**config.mk**
```make
export PLATFORM = sky130hd
export DESIGN_NAME = vga_hue_pattern_gen
export DESIGN_NICKNAME = d
export VERILOG_FILES = /design/src/rtl/vga_hue_pattern_gen.sv
export SDC_FILE = /design/constraint.sdc
export NUM_CORES = 1
export LEC_CHECK = 0
export CAP_MARGIN = 30
export CORE_UTILIZATION = 35
export CTS_CLUSTER_DIAMETER = 80
export DETAILED_ROUTE_END_ITERATION = 16
export HOLD_SLACK_MARGIN = 0.15
export PLACE_DENSITY = 0.57
export SETUP_SLACK_MARGIN = 0.3
export SLEW_MARGIN = 10
export SYNTH_ARGS = -nofsm -noshare
export SYNTH_HDL_FRONTEND = slang
export SYNTH_SLANG_ARGS = --single-unit
```
**constraint.sdc**
```tcl
create_clock -name VGA_CLK -period 3.75 [get_ports VGA_CLK]
set_input_delay 0.5625 -clock VGA_CLK [delete_from_list [all_inputs] [get_ports VGA_CLK]]
set_output_delay 0.5625 -clock VGA_CLK [all_outputs]
set_load 0.01 [all_outputs]
```
**src/rtl/vga_hue_pattern_gen.sv**
```systemverilog
`timescale 1ns/1ps
// Rainbow pattern source: walks a six-segment saturated hue wheel per frame, line and pixel.
// It offers solid, horizontal, vertical and diagonal gradients, with a reversible and pausable base hue.
module vga_hue_pattern_gen #(
    parameter int unsigned COLOR_W   = 8,
    parameter int unsigned FRAME_DIV = 1,
    parameter int unsigned BASE_STEP = 1,
    parameter int unsigned LINE_STEP = 1,
    parameter int unsigned PIX_STEP  = 1
) (
    input  logic                   VGA_CLK,
    input  logic                   RST_N,
    input  logic                   RGB_EN,
    input  logic [10:0]            DISPLAY_X,
    input  logic [10:0]            DISPLAY_Y,
    input  logic [10:0]            CURRENT_X,
    input  logic [10:0]            CURRENT_Y,
    input  logic [1:0]             MODE,
    input  logic                   DIR,
    input  logic                   PAUSE,
    output logic [3*COLOR_W-1:0]   VGA_RGB,
    output logic                   FRAME_TICK
);

    localparam int unsigned RGB_W = 3 * COLOR_W;
    localparam int unsigned CNT_W = (FRAME_DIV > 1) ? $clog2(FRAME_DIV) : 1;

    typedef logic [COLOR_W-1:0] chan_t;
    typedef logic [RGB_W-1:0]   rgb_t;
    typedef enum logic [1:0] {SOLID = 2'd0, H_GRAD = 2'd1, V_GRAD = 2'd2, DIAG = 2'd3} mode_e;

    localparam chan_t             CH_MAX   = '1;
    localparam chan_t             CH_ZERO  = '0;
    localparam rgb_t              RED      = {CH_MAX, CH_ZERO, CH_ZERO};
    localparam logic [CNT_W-1:0]  CNT_LAST = CNT_W'(FRAME_DIV - 1);

    function automatic chan_t ch_up(input chan_t v, input int unsigned s);
        if (s >= 32'(CH_MAX) - 32'(v)) return CH_MAX;
        return v + chan_t'(s);
    endfunction

    function automatic chan_t ch_down(input chan_t v, input int unsigned s);
        if (s >= 32'(v)) return CH_ZERO;
        return v - chan_t'(s);
    endfunction

    // One step along the wheel: only the segment's moving channel changes, and it saturates
    // at the segment end. The following call then moves on into the next segment.
    function automatic rgb_t adv(input rgb_t c, input int unsigned s, input logic rev);
        chan_t r;
        chan_t g;
        chan_t b;
        rgb_t  res;
        r   = c[RGB_W-1 -: COLOR_W];
        g   = c[2*COLOR_W-1 -: COLOR_W];
        b   = c[COLOR_W-1:0];
        res = RED;
        if (!rev) begin
            if      (r == CH_MAX && b == CH_ZERO && g != CH_MAX)  res = {r, ch_up(g, s), b};
            else if (g == CH_MAX && b == CH_ZERO && r != CH_ZERO) res = {ch_down(r, s), g, b};
            else if (g == CH_MAX && r == CH_ZERO && b != CH_MAX)  res = {r, g, ch_up(b, s)};
            else if (b == CH_MAX && r == CH_ZERO && g != CH_ZERO) res = {r, ch_down(g, s), b};
            else if (b == CH_MAX && g == CH_ZERO && r != CH_MAX)  res = {ch_up(r, s), g, b};
            else if (r == CH_MAX && g == CH_ZERO && b != CH_ZERO) res = {r, g, ch_down(b, s)};
        end else begin
            if      (r == CH_MAX && g == CH_ZERO && b != CH_MAX)  res = {r, g, ch_up(b, s)};
            else if (b == CH_MAX && g == CH_ZERO && r != CH_ZERO) res = {ch_down(r, s), g, b};
            else if (b == CH_MAX && r == CH_ZERO && g != CH_MAX)  res = {r, ch_up(g, s), b};
            else if (g == CH_MAX && r == CH_ZERO && b != CH_ZERO) res = {r, g, ch_down(b, s)};
            else if (g == CH_MAX && b == CH_ZERO && r != CH_MAX)  res = {ch_up(r, s), g, b};
            else if (r == CH_MAX && b == CH_ZERO && g != CH_ZERO) res = {r, ch_down(g, s), b};
        end
        return res;
    endfunction

    rgb_t             base_hue;
    rgb_t             line_hue;
    rgb_t             pix_hue;
    logic [CNT_W-1:0] frame_cnt;
    mode_e            mode_q;
    logic             dir_q;

    logic line_end;
    logic frame_end;
    logic base_adv;
    rgb_t base_next;
    rgb_t line_next;
    rgb_t pix_next;

    // A zero display size must not alias to 11'h7FF through the minus-one.
    assign line_end  = RGB_EN && (DISPLAY_X != 11'd0) && (CURRENT_X == DISPLAY_X - 11'd1);
    assign frame_end = line_end && (DISPLAY_Y != 11'd0) && (CURRENT_Y == DISPLAY_Y - 11'd1);
    assign base_adv  = (frame_cnt == CNT_LAST) && !PAUSE;
    assign base_next = base_adv ? adv(base_hue, BASE_STEP, dir_q) : base_hue;
    assign line_next = adv(line_hue, LINE_STEP, dir_q);
    assign pix_next  = adv(pix_hue, PIX_STEP, dir_q);

    always_ff @(posedge VGA_CLK or negedge RST_N) begin
        if (!RST_N) begin
            VGA_RGB    <= '0;
            FRAME_TICK <= 1'b0;
            base_hue   <= RED;
            line_hue   <= RED;
            pix_hue    <= RED;
            frame_cnt  <= '0;
            mode_q     <= SOLID;
            dir_q      <= 1'b0;
        end else begin
            VGA_RGB    <= RGB_EN ? pix_hue : '0;
            FRAME_TICK <= frame_end;
            if (frame_end) begin
                // Mode and direction change only here, so a frame never tears.
                base_hue <= base_next;
                line_hue <= base_next;
                pix_hue  <= base_next;
                if (!PAUSE) frame_cnt <= base_adv ? '0 : frame_cnt + CNT_W'(1);
                mode_q   <= mode_e'(MODE);
                dir_q    <= DIR;
            end else if (line_end) begin
                if (mode_q == V_GRAD || mode_q == DIAG) begin
                    line_hue <= line_next;
                    pix_hue  <= line_next;
                end else begin
                    pix_hue <= line_hue;
                end
            end else if (RGB_EN && (mode_q == H_GRAD || mode_q == DIAG)) begin
                pix_hue <= pix_next;
            end
        end
    end

endmodule

```
## Word-level counts from Yosys, hierarchy flattened

Index checks and enable logic that the tools add are counted.

| word-level totals | value |
|---|---|
| bits in registers | 101 |
| input bits | 51 |
| output and inout bits | 25 |
| logic and storage cells | 476 |

| cells by class | value |
|---|---|
| equal/unequal tests | 45 |
| reductions and logical operators | 89 |
| multiplexer cells | 282 |
| bitwise gates (word level) | 2 |
| $lt $le $gt $ge | 18 |
| add/sub/neg operators | 30 |

Operator list:

| kind | count |
|---|---|
| $mux W24 | 47 |
| $mux W8 | 54 |
| $ge A1 B32 Y1 const A | 9 |
| $mux W1 | 181 |
| $sub A8 B8 Y9 const A | 9 |
| $add A8 B1 Y8 const B | 9 |
| $eq A8 B8 Y1 const B | 9 |
| $ge A1 B8 Y1 const A | 9 |
| $logic_not A8 Y1 | 9 |
| $ne A8 B8 Y1 const B | 9 |
| $reduce_bool A8 Y1 | 9 |
| $sub A8 B1 Y8 const B | 9 |
| $logic_and A1 B1 Y1 | 60 |
| $ne A5 B5 Y1 const B | 12 |
| $ne A6 B6 Y1 const B | 6 |
| $reduce_and A9 Y1 | 3 |
| $eq A11 B11 Y1 | 2 |
| $reduce_bool A11 Y1 | 2 |
| $sub A11 B1 Y11 const B | 2 |
| $ne A4 B4 Y1 const B | 4 |
| $eq A2 B2 Y1 const B | 2 |
| $reduce_bool A3 Y1 | 1 |
| $eq A2 B1 Y1 const B | 1 |
| $logic_or A1 B1 Y1 | 2 |
| 5 further kinds | 6 |

## Depth between registers and ports, before layout

Gate-level depths: netlist (run 1).

| logic depth | value |
|---|---|
| depth after elaboration | 21 |
| gate-level depth with buffers | 13 |
| mapped depth without buffers | 11 |

## Least setup slack after synthesis (run 1)

No wires, ideal clock.

| path | value |
|---|---|
| kind | register -> register |
| from | register base_hue[8] |
| to | register pix_hue[3] |
| path slack | 465 ps |
| clock period less this slack | 3,285 ps |
| cell stages (with the launch flop) | 13 |
| required time | 3,625 ps |
| data arrival time | 3,160 ps |
| path buffers | 2 |
| library setup time | 125 ps |
| cells stage by stage | dfrtp_1 clkbuf_1 inv_1 ha_1 or4b_1 clkbuf_1 nor2_4 o22ai_1 o31a_1 or4_1 a32o_1 a2bb2oi_1 a21oi_1 |

| between the ends | value |
|---|---|
| longest elaborated chain between the ends | 12 |
| elaborated cells on any way between the ends | 35 |

RTL lines:

| item | RTL line | source |
|---|---|---|
| from (decl) | 76 | `rgb_t base_hue;` |
| from (signal assigned) | 113 | `base_hue <= base_next;` |
| $logic_not A8 Y1 | -- |  |
| $logic_and A1 B1 Y1 | 64, 66 |  |
| $logic_and A1 B1 Y1 | 64 | `else if (r == CH_MAX && g == CH_ZERO && b != CH_ZERO) res = {r, g, ch_down(b, s)};` |
| $mux W24 | 64 |  |
| $mux W24 | 63 | `else if (b == CH_MAX && g == CH_ZERO && r != CH_MAX) res = {ch_up(r, s), g, b};` |
| $mux W24 | 62 | `else if (b == CH_MAX && r == CH_ZERO && g != CH_ZERO) res = {r, ch_down(g, s), b};` |
| $mux W24 | 61 | `else if (g == CH_MAX && r == CH_ZERO && b != CH_MAX) res = {r, g, ch_up(b, s)};` |
| $mux W24 | 60 | `else if (g == CH_MAX && b == CH_ZERO && r != CH_ZERO) res = {ch_down(r, s), g, b};` |
| $mux W24 | 59 | `if (r == CH_MAX && b == CH_ZERO && g != CH_MAX) res = {r, ch_up(g, s), b};` |
| $mux W24 (*) | 58 | `if (!rev) begin` |
| $mux W24 (*) | 94 | `assign base_next = base_adv ? adv(base_hue, BASE_STEP, dir_q) : base_hue;` |
| $mux W24 (*) | 111 | `if (frame_end) begin` |
| to (signal assigned) | 115 | `pix_hue <= base_next;` |
| to (signal assigned) | 122 | `pix_hue <= line_next;` |
| to (signal assigned) | 124 | `pix_hue <= line_hue;` |
| to (decl) | 78 | `rgb_t pix_hue;` |

Mark *: on every way between the ends. The rest lies on a longest branch, timed or not.
A chain may end at the register's enable or synchronous reset.

## Worst setup path in the final report (run 1)

| path | value |
|---|---|
| from | register line_hue[16] |
| to | register pix_hue[11] |

| between the ends | value |
|---|---|
| longest elaborated chain between the ends | 13 |
| elaborated cells on any way between the ends | 36 |

RTL lines:

| item | RTL line | source |
|---|---|---|
| from (decl) | 77 | `rgb_t line_hue;` |
| from (signal assigned) | 114 | `line_hue <= base_next;` |
| from (signal assigned) | 121 | `line_hue <= line_next;` |
| $eq A8 B8 Y1 | -- |  |
| $logic_and A1 B1 Y1 (on tied branches) | -- |  |
| $logic_and A1 B1 Y1 (on tied branches) | 64, 71 |  |
| $mux W24 (on tied branches) | 64, 71 |  |
| $mux W24 (on tied branches) | 63, 70 |  |
| $mux W24 (on tied branches) | 62, 69 |  |
| $mux W24 (on tied branches) | 61, 68 |  |
| $mux W24 (on tied branches) | 60, 67 |  |
| $mux W24 (on tied branches) | 59, 66 |  |
| $mux W24 (*) | 58 |  |
| $mux W24 (*) | -- |  |
| $mux W24 (*) | 119 | `end else if (line_end) begin` |
| $mux W24 (*) | 111 |  |

Marks and branches as above.

==> results.txt, run 1 <==
Per-cell via count in the routed design - 6.39
Highest fanout seen on the critical path - 8
Required time of the worst setup path - 4.06 ns
Die Wd - 188 um
Cell area power density - 205 nW/um2
Startpoint Class - flip-flop
Vias - 14565
Top FF cell, synth - sky130_fd_sc_hd__dfrtp_1
Clock skew - 0.00980 ns
Drt first pass iters - 6
Wire length of the first global-routing pass - 80200 um
Area share of the leading cell type in the synthesized netlist - 16.0%
Total routing resource utilization after global routing - 28.8%
Count of max-cap constraint violations - 0
Final hold viol count - 0
Number of clock sinks - 101
Transition time at the pin with the least slew margin - 0.903 ns
Finish-stage setup viols - 0
Worst VDD drop - 252 uV
Net total in the final layout - 1905
Status - finished clean
Count of hold buffers inserted by post-cts repair - 0
Number of placement rows - 67
Total negative slack for setup checks - 0 ns
Headroom to the max-slew limit - 39.1%
Detailed-route wire length per cell - 22.8 um
Post-synth top area cell - sky130_fd_sc_hd__dfrtp_1
Final worst path period need - 3.43 ns
Class of the tightest hold or removal check - input port to async pin
N_diodes - 0
Count of boundary I/O pins - 76
Core region area - 33700 um2
Fmax - 292 MHz
Total of flip-flops plus latches after synthesis - 101
Count of buffers inserted at the top-level ports - 75
Buffer levels on the longest clock path - 2
Arr. time, crit path - 3.73 ns
Final period utilization - 91.3%
R2R setup slack - 0.32 ns
Die Footprint - 35200 um2
CTS tree - yes
Total power after layout - 3.04 mW
Antenna violations before repair - 0
Depth of the most critical reg-to-reg path - 11
Mapped Avg Cell Area - 7.20 um2
Layout overhead on the synthesized area - 23.0%
Clk Tree Root Cell - sky130_fd_sc_hd__clkbuf_16
Num CTS Buffers - 9
PnR worst setup slack - 0.325 ns
Number of distinct library cells after synthesis - 87
HPWL reported at the end of detailed placement - 40800 um
Number of enable-type register cells in the synthesized netlist - 0
Synth Instances - 1674
Critical R2R Launch - line_hue[16]
Final GP Congestion - 0.999
Maximum number of pins on one net before global-route repair - 48
Main area contributors after synthesis - sky130_fd_sc_hd__dfrtp_1 (16%), sky130_fd_sc_hd__nor2_1 (6.3%), sky130_fd_sc_hd__dfstp_2 (5.2%)
Net Count, Synth - 1754
Share of the core filled with cells - 44.0%
RSZ-0062 raised after global routing - true
Count of yosys warnings during synthesis - 0
Via count of the first global-routing pass - 13543
Critical path class - flip-flop to flip-flop
Total leakage power - 6.01 nW
CTS clk-pin slew, worst paths - 0.08 ns
Register area share after synthesis - 21.2%
Latest clock arrival within the worst-skew pair - 0.37 ns
Endpoint of the most critical register-to-register path - pix_hue[11]
Overall die height - 188 um
Share of post-route cells with drive strength above 1 - 17.4%
Global-route congestion overflow total - 0
Post-Place Setup Slack - -0.0834 ns
Combined area of all synthesized cells - 12100 um2
Final wirelength - 52000 um
Max-slew violation total from the final report - 0
H-Tree Depth - 3
Iteration-0 DRC Markers - 1626
DRC violation count after routing - 0
Starting density of the core - 35.8%
DRT antenna net count - 0
Proportion of synthesized flip-flops having asynchronous set or reset - 100%
Type of element capturing the critical path - flip-flop
==> per-stage QoR <==
stage	instance area (um2)	instances	hold slack [ns]
3_3_place_gp	14300	2256	0.486
6_report	14800	2278	0.227
2_1_floorplan	12100	1674	0.267
5_1_grt	14800	2278	0.275
3_5_place_dp	14300	2256	0.490
4_1_cts	14700	2272	0.264
==> critical path: stages, from the launching register on <==
cell,delay [ns]
sky130_fd_sc_hd__dfstp_2,0.44
sky130_fd_sc_hd__inv_1,0.16
sky130_fd_sc_hd__ha_2,0.26
sky130_fd_sc_hd__or3b_2,0.51
sky130_fd_sc_hd__or4_4,0.48
sky130_fd_sc_hd__o22ai_4,0.22
sky130_fd_sc_hd__buf_4,0.16
sky130_fd_sc_hd__a211oi_2,0.04
sky130_fd_sc_hd__a211o_1,0.28
sky130_fd_sc_hd__a221o_1,0.38
sky130_fd_sc_hd__o22ai_2,0.27
sky130_fd_sc_hd__o22a_1,0.18
==> layout make-up <==
class / instances / area [um2]
Clock buffer: 9 / 225
Clock inverter: 7 / 154
Fill cell: 3504 / 18900
Inverter: 36 / 135
Multi-Input combinational cell: 1408 / 8980
Sequential cell: 101 / 2560
Tap cell: 448 / 561
Timing Repair Buffer: 269 / 2220
==> where the power goes <==
part           total [mW]  internal (mW)  switching, mW
clock                1.24          0.736          0.502
combinational       0.597          0.258          0.339
sequential           1.21           1.13         0.0728
total                3.04           2.13          0.913
==> layer usage <==
metal	track usage [%]	vias to the layer above	wire, um
met1	39.2	7037	22400
met5	0	-	0
met2	46.3	734	23900
met4	10.9	0	1810
met3	3.72	121	3920
li1	-	6673	-
==> cell families (layout without fill, tap and decap cells) <==
logic type      after synthesis  in the layout  synth area share (%)
simple gates                738            738                  31.3
compound gates              538            538                  31.1
buf+inv                     165            321                  5.49
flops                       101            101                  21.2
xor+xnor                     78             78                  5.67
fa+ha+maj                    29             29                  3.01
mux                          25             25                  2.17
==> cells in the final DEF, fill, tap and decap left out, types with 24 or more instances in the layout <==
cell type and instances:
sky130_fd_sc_hd__xnor2_1 50, sky130_fd_sc_hd__nand2_1 140, sky130_fd_sc_hd__and3_1 33, sky130_fd_sc_hd__nand3_1 67, sky130_fd_sc_hd__xor2_1 28, sky130_fd_sc_hd__clkdlybuf4s50_1 74
sky130_fd_sc_hd__dfstp_2 24, sky130_fd_sc_hd__a31oi_1 30, sky130_fd_sc_hd__buf_4 194, sky130_fd_sc_hd__nand4_1 37, sky130_fd_sc_hd__nor2_1 199, sky130_fd_sc_hd__nor4_1 28
sky130_fd_sc_hd__dfrtp_1 76, sky130_fd_sc_hd__and2_1 33, sky130_fd_sc_hd__nor3_1 74, sky130_fd_sc_hd__inv_1 36, sky130_fd_sc_hd__a21oi_1 92, sky130_fd_sc_hd__o22ai_1 41
sky130_fd_sc_hd__ha_1 26, sky130_fd_sc_hd__o21ai_0 94
==> cell usage after synthesis, types with 19 or more instances <==
library cell	number
sky130_fd_sc_hd__dfrtp_1	77
sky130_fd_sc_hd__clkbuf_1	112
sky130_fd_sc_hd__o31ai_1	19
sky130_fd_sc_hd__and3_1	33
sky130_fd_sc_hd__nand2_1	140
sky130_fd_sc_hd__o22ai_1	44
sky130_fd_sc_hd__o211ai_1	22
sky130_fd_sc_hd__a221oi_1	19
sky130_fd_sc_hd__o21ai_0	94
sky130_fd_sc_hd__nand3_1	67
sky130_fd_sc_hd__ha_1	29
sky130_fd_sc_hd__nand4_1	37
sky130_fd_sc_hd__nor4_1	30
sky130_fd_sc_hd__and2_1	33
sky130_fd_sc_hd__dfstp_2	24
sky130_fd_sc_hd__a31oi_1	30
sky130_fd_sc_hd__inv_1	36
sky130_fd_sc_hd__a21oi_1	92
sky130_fd_sc_hd__xor2_1	28
sky130_fd_sc_hd__xnor2_1	50
sky130_fd_sc_hd__nor2_1	203
sky130_fd_sc_hd__nor3_1	75
==> flip-flops by register name (all words and copies together) (netlist names) <==
name and count:
line_hue 24, VGA_RGB 24, base_hue 24, dir_q 1, frame_cnt 1, mode_q 2
FRAME_TICK 1, pix_hue 24
==> worst max-delay path by stage <==
stage                              end  slack, ns    startpoint  cells after the start
after global placement    line_hue[22]       0.03   line_hue[9]                     12
after CTS                 line_hue[22]       0.28   line_hue[9]                     12
after global routing      line_hue[13]       0.26  base_hue[16]                     14
after detailed placement    pix_hue[2]      -0.08  DISPLAY_X[1]                     11
after floorplan             pix_hue[3]       0.47   base_hue[8]                     12
final                      pix_hue[11]       0.32  line_hue[16]                     11
==> what timing repair did <==
| item | 4_1_cts | 5_1_grt |
|---|---|---|
| setup endpoints to repair | 19 | 38 |
| buffers inserted | 0 | 6 |
| gates resized for setup | 8 | 22 |
| pin swaps | 0 | 6 |
Power figures use the tool's default switching activity.
==> inputs of run 2 (changes only) <==
--- a/config.mk
+++ b/config.mk
@@ -9,8 +9,9 @@
 export CORE_UTILIZATION = 35
 export CTS_CLUSTER_DIAMETER = 80
 export DETAILED_ROUTE_END_ITERATION = 16
+export DONT_BUFFER_PORTS = 1
 export HOLD_SLACK_MARGIN = 0.15
-export PLACE_DENSITY = 0.57
+export PLACE_DENSITY = 0.54
 export SETUP_SLACK_MARGIN = 0.3
 export SLEW_MARGIN = 10
 export SYNTH_ARGS = -nofsm -noshare
==> run 2 against run 1 <==
  * Clock power is 21% lower
  * Critical path depth is 2 higher
  * Largest power group is now sequential cells
  * Core utilization is 3.4 points lower
  * Highest routed layer unchanged
  * Register-to-register slack hardly changed
==> results.txt, run 2 (synthesized netlist as in run 1, its figures left out) <==
Maximum number of pins on one net before global-route repair - 102 (+110%)
Depth of the most critical reg-to-reg path - 13 (+2)
Headroom to the max-slew limit - 38.2% (-0.89 points)
Finish-stage setup viols - 0 (unchanged)
Hold EP - VGA_RGB[5]
Count of boundary I/O pins - 76 (unchanged)
Final wirelength - 49600 um (-4.7%)
Vias - 14027 (-3.7%)
Antenna violations before repair - 1 (+1)
Buffer levels on the longest clock path - 2 (unchanged)
Starting density of the core - 35.8% (unchanged)
Num CTS Buffers - 9 (unchanged)
N_diodes - 0 (unchanged)
Class of the tightest hold or removal check - input port to flip-flop
Combinational fraction of design power - 18.0% (-1.6 points)
Clock skew - 0.0130 ns (+0.00322 ns)
Highest fanout seen on the critical path - 8 (unchanged)
Arr. time, crit path - 3.67 ns (-0.06 ns)
Net switching power figure - 0.875 mW (-4.2%)
CTS tree - yes
Area used by multi-input combinational logic - 9020 um2 (+0.43%)
Per-cell via count in the routed design - 6.51 (+1.8%)
Endpoint of the most critical register-to-register path - line_hue[11]
Total leakage power - 5.49 nW (-8.7%)
Count of buffers inserted at the top-level ports - 0 (-100%)
Hold Slack - 0.315 ns (+0.0882 ns)
Number of clock sinks - 101 (unchanged)
Most common cell after layout, fill and taps aside - sky130_fd_sc_hd__nor2_1
Drt first pass iters - 6 (unchanged)
Area post-placement - 13100 um2 (-8.2%)
Share of post-route cells with drive strength above 1 - 16.1% (-1.3 points)
Critical path class - flip-flop to flip-flop
Startpoint Class - flip-flop
Post-route cell area - 13700 um2 (-7.6%)
Final GP Congestion - 0.991 (-0.72%)
Fmax - 293 MHz (+0.40%)
Fraction of power spent switching nets - 32.7% (+2.7 points)
Routing usage on met1 - 38.6% (-0.67 points)
Global route hottest layer - met2
Transition time at the pin with the least slew margin - 0.919 ns (+0.0163 ns)
Share of the core filled with cells - 40.6% (-3.4 points)
Start point of the worst min-delay path - RGB_EN
Met2 Usage GRT - 41.5% (-4.8 points)
Number of filler instances in the final layout - 3553 (+1.4%)
DRC violation count after routing - 0 (unchanged)
Number of placement rows - 67 (unchanged)
R2R setup slack - 0.34 ns (about the same)
Iteration-0 DRC Markers - 1560 (-4.1%)
Global-route met3 utilization - 4.12% (+0.39 points)
Final period utilization - 91.0% (-0.36 points)
Layout overhead on the synthesized area - 13.6%
Status - finished clean
Count of max-cap constraint violations - 0 (unchanged)
Via count of the first global-routing pass - 12923 (-4.6%)
Wire length of the first global-routing pass - 76400 um (-4.8%)
Hold depth - 1
Global-route congestion overflow total - 0 (unchanged)
Worst VDD drop - 186 uV (-26%)
RSZ-0062 raised after global routing - false
Total negative slack for setup checks - 0 ns (unchanged)
Sequential cell area - 2560 um2 (unchanged)
Critical R2R Launch - base_hue[17]
Overall die height - 188 um (unchanged)
Required time of the worst setup path - 4.01 ns (-0.05 ns)
Commonest cells after routing, fill and taps aside - sky130_fd_sc_hd__nor2_1 (199), sky130_fd_sc_hd__buf_4 (145), sky130_fd_sc_hd__nand2_1 (138)
HPWL reported at the end of detailed placement - 37800 um (-7.2%)
Clock network power share - 36.8% (-3.9 points)
Die Wd - 188 um (unchanged)
Total routing resource utilization after global routing - 27.4% (-1.4 points)
Final worst path period need - 3.41 ns (-0.0135 ns)
H-Tree Depth - 3 (unchanged)
Type of element capturing the critical path - flip-flop
Max-slew violation total from the final report - 0 (unchanged)
Total power after layout - 2.67 mW (-12%)
Core region area - 33700 um2 (unchanged)
Die Footprint - 35200 um2 (unchanged)
Final hold viol count - 0 (unchanged)
DRT antenna net count - 0 (unchanged)
CTS clk-pin slew, worst paths - 0.09 ns (about the same)
Internal Dissipation - 1.80 mW (-16%)
Net total in the final layout - 1783 (-6.4%)
Detailed-route wire length per cell - 23.0 um (+0.73%)
Latest clock arrival within the worst-skew pair - 0.37 ns (about the same)
Clk Tree Root Cell - sky130_fd_sc_hd__clkbuf_16
Cell area power density - 195 nW/um2 (-4.9%)
Sequential share of power - 45.1% (+5.4 points)
==> run 2: cell count changes in the layout (fill, tap and decap cells not counted), moves of 3 or more <==
cell	change
sky130_fd_sc_hd__a221oi_1	-3
sky130_fd_sc_hd__o21ai_2	+3
sky130_fd_sc_hd__o22ai_2	-3
sky130_fd_sc_hd__clkinv_4	+3
sky130_fd_sc_hd__clkdlybuf4s50_1	-74
sky130_fd_sc_hd__ha_1	+3
sky130_fd_sc_hd__ha_2	-3
sky130_fd_sc_hd__buf_4	-49
sky130_fd_sc_hd__a221oi_2	+3
sky130_fd_sc_hd__bufinv_16	-4
==> run 2: repair_timing <==
item | 4_1_cts | 5_1_grt
endpoints found under the setup margin | 34 | 37
hold buffers | 2 | 0
resized for setup | 17 | 24
hold endpoints to repair | 101 | 0
buffers inserted | 1 | 9
pin swaps | 1 | 5
==> run 2: metal layers <==
metal,vias to the layer above,part of all wire (%),wire [um]
met5,-,0,0
met4,0,3.7,1840
met3,106,8.7,4300
met2,779,44,21800
met1,6716,44,21700
li1,6426,-,-
==> run 2: worst max-delay path, cell delays in order (launching register included) <==
cell and delay (ns):
sky130_fd_sc_hd__dfstp_2 0.42, sky130_fd_sc_hd__inv_1 0.16, sky130_fd_sc_hd__ha_1 0.25, sky130_fd_sc_hd__nor3b_1 0.40, sky130_fd_sc_hd__buf_4 0.21, sky130_fd_sc_hd__nand4_1 0.19, sky130_fd_sc_hd__buf_4 0.24, sky130_fd_sc_hd__nor2_1 0.14
sky130_fd_sc_hd__buf_4 0.15, sky130_fd_sc_hd__nand2_1 0.05, sky130_fd_sc_hd__o211a_1 0.13, sky130_fd_sc_hd__o21ai_0 0.56, sky130_fd_sc_hd__o22ai_4 0.19, sky130_fd_sc_hd__a21o_2 0.23
==> run 2: worst max path at each step <==
| stage | start | endpoint | slack, ns | depth (start not counted) |
|---|---|---|---|---|
| after CTS | line_hue[9] | pix_hue[5] | 0.30 | 10 |
| after global placement | line_hue[9] | line_hue[22] | -0.006 | 10 |
| after global routing | base_hue[17] | line_hue[11] | 0.27 | 13 |
| after detailed placement | line_hue[9] | line_hue[22] | -0.02 | 10 |
| after floorplan | base_hue[8] | pix_hue[3] | 0.47 | 12 |
| final | base_hue[17] | line_hue[11] | 0.34 | 13 |
==> run 2: cell type report <==
class	instances	share of cell area, %
clock buffer	9	1.64
clock inverter	7	0.539
inverter	36	0.986
multi-input combinational	1408	65.8
sequential	101	18.7
tap	448	4.09
timing repair buffer	147	8.22
==> run 2: per-stage QoR <==
step                setup WS (ns)  std cells
finish                      0.338       2156
global route                0.271       2156
CTS                         0.301       2146
detailed placement        -0.0177       2127
global placement         -0.00601       2127
floorplan                   0.465       1674
==> run 2: power by group through the flow <==
stage / combinational, mW / sequential (mW) / clock [mW]
final: 0.482 / 1.21 / 0.984
after global routing: 0.532 / 1.21 / 1.04
after CTS: 0.474 / 1.21 / 1.00
after detailed placement: 0.443 / 1.23 / 0
after global placement: 0.441 / 1.23 / 0
after floorplan: 0.374 / 1.18 / 0
==> inputs of run 3 (changes only) <==
--- a/config.mk
+++ b/config.mk
@@ -10,7 +10,7 @@
 export CTS_CLUSTER_DIAMETER = 80
 export DETAILED_ROUTE_END_ITERATION = 16
 export DONT_BUFFER_PORTS = 1
-export HOLD_SLACK_MARGIN = 0.15
+export HOLD_SLACK_MARGIN = 0.08
 export PLACE_DENSITY = 0.54
 export SETUP_SLACK_MARGIN = 0.3
 export SLEW_MARGIN = 10
==> run 3 against run 2 <==
  * Flip-flop and latch count is the same
  * Maximum frequency shrank 0.44%
  * Core utilization is essentially flat
  * Die area is the same
  * Register-to-register slack lost 0.02 ns
  * Setup slack lost 0.015 ns
  * Via count grew 0.42%
  * Non-clock buffer count is the same
  * Clock skew is essentially flat
  * Largest cell class unchanged
  * Highest routed layer unchanged
==> results.txt, run 3 (synthesized netlist as in run 1, its figures left out) <==
Status - finished clean
Critical path class - flip-flop to flip-flop
Fraction of power spent switching nets - 32.7% (-0.034 points)
Type of element capturing the critical path - flip-flop
RSZ-0062 raised after global routing - false
N_diodes - 0 (unchanged)
Transition time at the pin with the least slew margin - 0.939 ns (+0.0200 ns)
Count of max-cap constraint violations - 0 (unchanged)
Startpoint Class - flip-flop
Net total in the final layout - 1783 (unchanged)
Internal Dissipation - 1.80 mW (about the same)
Total routing resource utilization after global routing - 27.5% (+0.15 points)
Total negative slack for setup checks - 0 ns (unchanged)
Arr. time, crit path - 3.68 ns (about the same)
Most common cell after layout, fill and taps aside - sky130_fd_sc_hd__nor2_1
Commonest cells after routing, fill and taps aside - sky130_fd_sc_hd__nor2_1 (199), sky130_fd_sc_hd__buf_4 (145), sky130_fd_sc_hd__nand2_1 (138)
PnR worst setup slack - 0.323 ns (-0.0150 ns)
Total leakage power - 5.50 nW (about the same)
Latest clock arrival within the worst-skew pair - 0.37 ns (about the same)
Number of clock sinks - 101 (unchanged)
Clk Tree Root Cell - sky130_fd_sc_hd__clkbuf_16
Count of non-filler cells in the finished layout - 2156 (unchanged)
Global-route congestion overflow total - 0 (unchanged)
Required time of the worst setup path - 4.01 ns (about the same)
Share of post-route cells with drive strength above 1 - 16.2% (+0.059 points)
Drt first pass iters - 6 (unchanged)
Final wirelength - 49800 um (+0.41%)
Max-slew violation total from the final report - 0 (unchanged)
Per-cell via count in the routed design - 6.53 (+0.42%)
Iteration-0 DRC Markers - 1592 (+2.1%)
Die Footprint - 35200 um2 (unchanged)
Clock network power share - 36.8% (about the same)
Starting density of the core - 35.8% (unchanged)
Detailed-route wire length per cell - 23.1 um (+0.41%)
H-Tree Depth - 3 (unchanged)
Die Wd - 188 um (unchanged)
CTS clk-pin slew, worst paths - 0.08 ns (about the same)
Class of the tightest hold or removal check - input port to async pin
CTS tree - yes
Final worst path period need - 3.43 ns (+0.0150 ns)
Finish-stage setup viols - 0 (unchanged)
Worst VDD drop - 185 uV (-0.60%)
Net switching power figure - 0.874 mW (about the same)
Antenna violations before repair - 1 (unchanged)
Wire length on met2 - 21800 um (about the same)
Count of buffers inserted at the top-level ports - 0 (unchanged)
Count of boundary I/O pins - 76 (unchanged)
HPWL reported at the end of detailed placement - 37800 um (unchanged)
Clock skew - 0.0127 ns (-0.000300 ns)
Maximum number of pins on one net before global-route repair - 83 (-19%)
Sequential share of power - 45.1% (about the same)
M1 wire length - 21500 um (-0.54%)
Final GP Congestion - 0.991 (unchanged)
Total power after layout - 2.67 mW (about the same)
Overall die height - 188 um (unchanged)
Combinational fraction of design power - 18.1% (about the same)
Top Metal Used - met4
Wire length of the first global-routing pass - 76700 um (+0.39%)
Number of placement rows - 67 (unchanged)
Final hold viol count - 0 (unchanged)
Buffer levels on the longest clock path - 2 (unchanged)
DRT antenna net count - 0 (unchanged)
Fmax - 292 MHz (-0.44%)
Num CTS Buffers - 9 (unchanged)
Highest fanout seen on the critical path - 8 (unchanged)
Via count of the first global-routing pass - 12922 (-0.0077%)
Vias - 14086 (+0.42%)
DRC violation count after routing - 0 (unchanged)
Final period utilization - 91.4% (+0.40 points)
Cell area power density - 195 nW/um2 (about the same)
Layout overhead on the synthesized area - 13.7% (about the same)
Headroom to the max-slew limit - 36.8% (-1.3 points)
Post-Place Setup Slack - -0.0177 ns (unchanged)
Core region area - 33700 um2 (unchanged)
Metal3 WL - 4570 um (+6.1%)
Placed cell count - 2127 (unchanged)
## run 3: worst max-delay path, stage by stage, from the launching register on
cell and delay (ns):
sky130_fd_sc_hd__dfstp_2 0.42, sky130_fd_sc_hd__inv_1 0.16, sky130_fd_sc_hd__ha_1 0.25, sky130_fd_sc_hd__nor3b_1 0.41
sky130_fd_sc_hd__buf_4 0.21, sky130_fd_sc_hd__nand4_1 0.19, sky130_fd_sc_hd__buf_4 0.24, sky130_fd_sc_hd__nor2_1 0.14
sky130_fd_sc_hd__buf_4 0.15, sky130_fd_sc_hd__nand2_1 0.06, sky130_fd_sc_hd__o211a_1 0.13, sky130_fd_sc_hd__o21ai_0 0.56
sky130_fd_sc_hd__o22ai_4 0.19, sky130_fd_sc_hd__a21o_2 0.23
## run 3: layout make-up
| cell class | count | area [um2] |
|---|---|---|
| clock buffers | 9 | 225 |
| clock inverters | 7 | 73.8 |
| fillers | 3550 | 20000 |
| inverters | 36 | 135 |
| multi-input cells | 1408 | 9020 |
| flip-flops and latches | 101 | 2560 |
| well taps | 448 | 561 |
| repair buffers | 147 | 1140 |
## run 3: power by group through the flow
stage / logic, mW / clock network [mW] / registers (mW)
5_1_grt: 0.534 / 1.04 / 1.21
3_3_place_gp: 0.441 / 0 / 1.23
3_5_place_dp: 0.443 / 0 / 1.23
4_1_cts: 0.477 / 1.00 / 1.21
2_1_floorplan: 0.374 / 0 / 1.18
6_report: 0.484 / 0.983 / 1.21
## run 3: worst paths after layout
kind | depth (start not counted) | slack (ns) | start | end
min in group VGA_CLK | 1 | 0.32 | RGB_EN | VGA_RGB[6]
setup reg to reg | 13 | 0.32 | base_hue[17] | line_hue[11]
hold reg to reg | 1 | 0.51 | frame_cnt | frame_cnt
setup / recovery | 13 | 0.32 | base_hue[17] | line_hue[11]
max in group asynchronous | 1 | 3.28 | RST_N | VGA_RGB[22]
hold / removal | 1 | 0.08 | RST_N | base_hue[9]
## run 3: layer usage
| metal | global-route usage [%] | vias up |
|---|---|---|
| met2 | 41.7 | 784 |
| met4 | 11.3 | 0 |
| li1 | - | 6431 |
| met1 | 38.9 | 6767 |
| met5 | 0 | - |
| met3 | 3.99 | 104 |
## run 3: timing repair
action,in CTS,in global routing
resized for setup,17,24
gates cloned,0,0
setup endpoints to repair,34,37
pin swaps,1,5
hold buffers,2,0
buffers inserted,1,9
hold endpoints to repair,82,0
## run 3: stage by stage
stage / area [um2] / hold slack, ns / util, %
finish: 13700 / 0.0794 / 40.7
global route: 13700 / 0.112 / 40.7
CTS: 13500 / 0.103 / 40.1
detailed placement: 13100 / 0.274 / 38.9
global placement: 13100 / 0.274 / 38.9
floorplan: 12100 / 0.267 / -
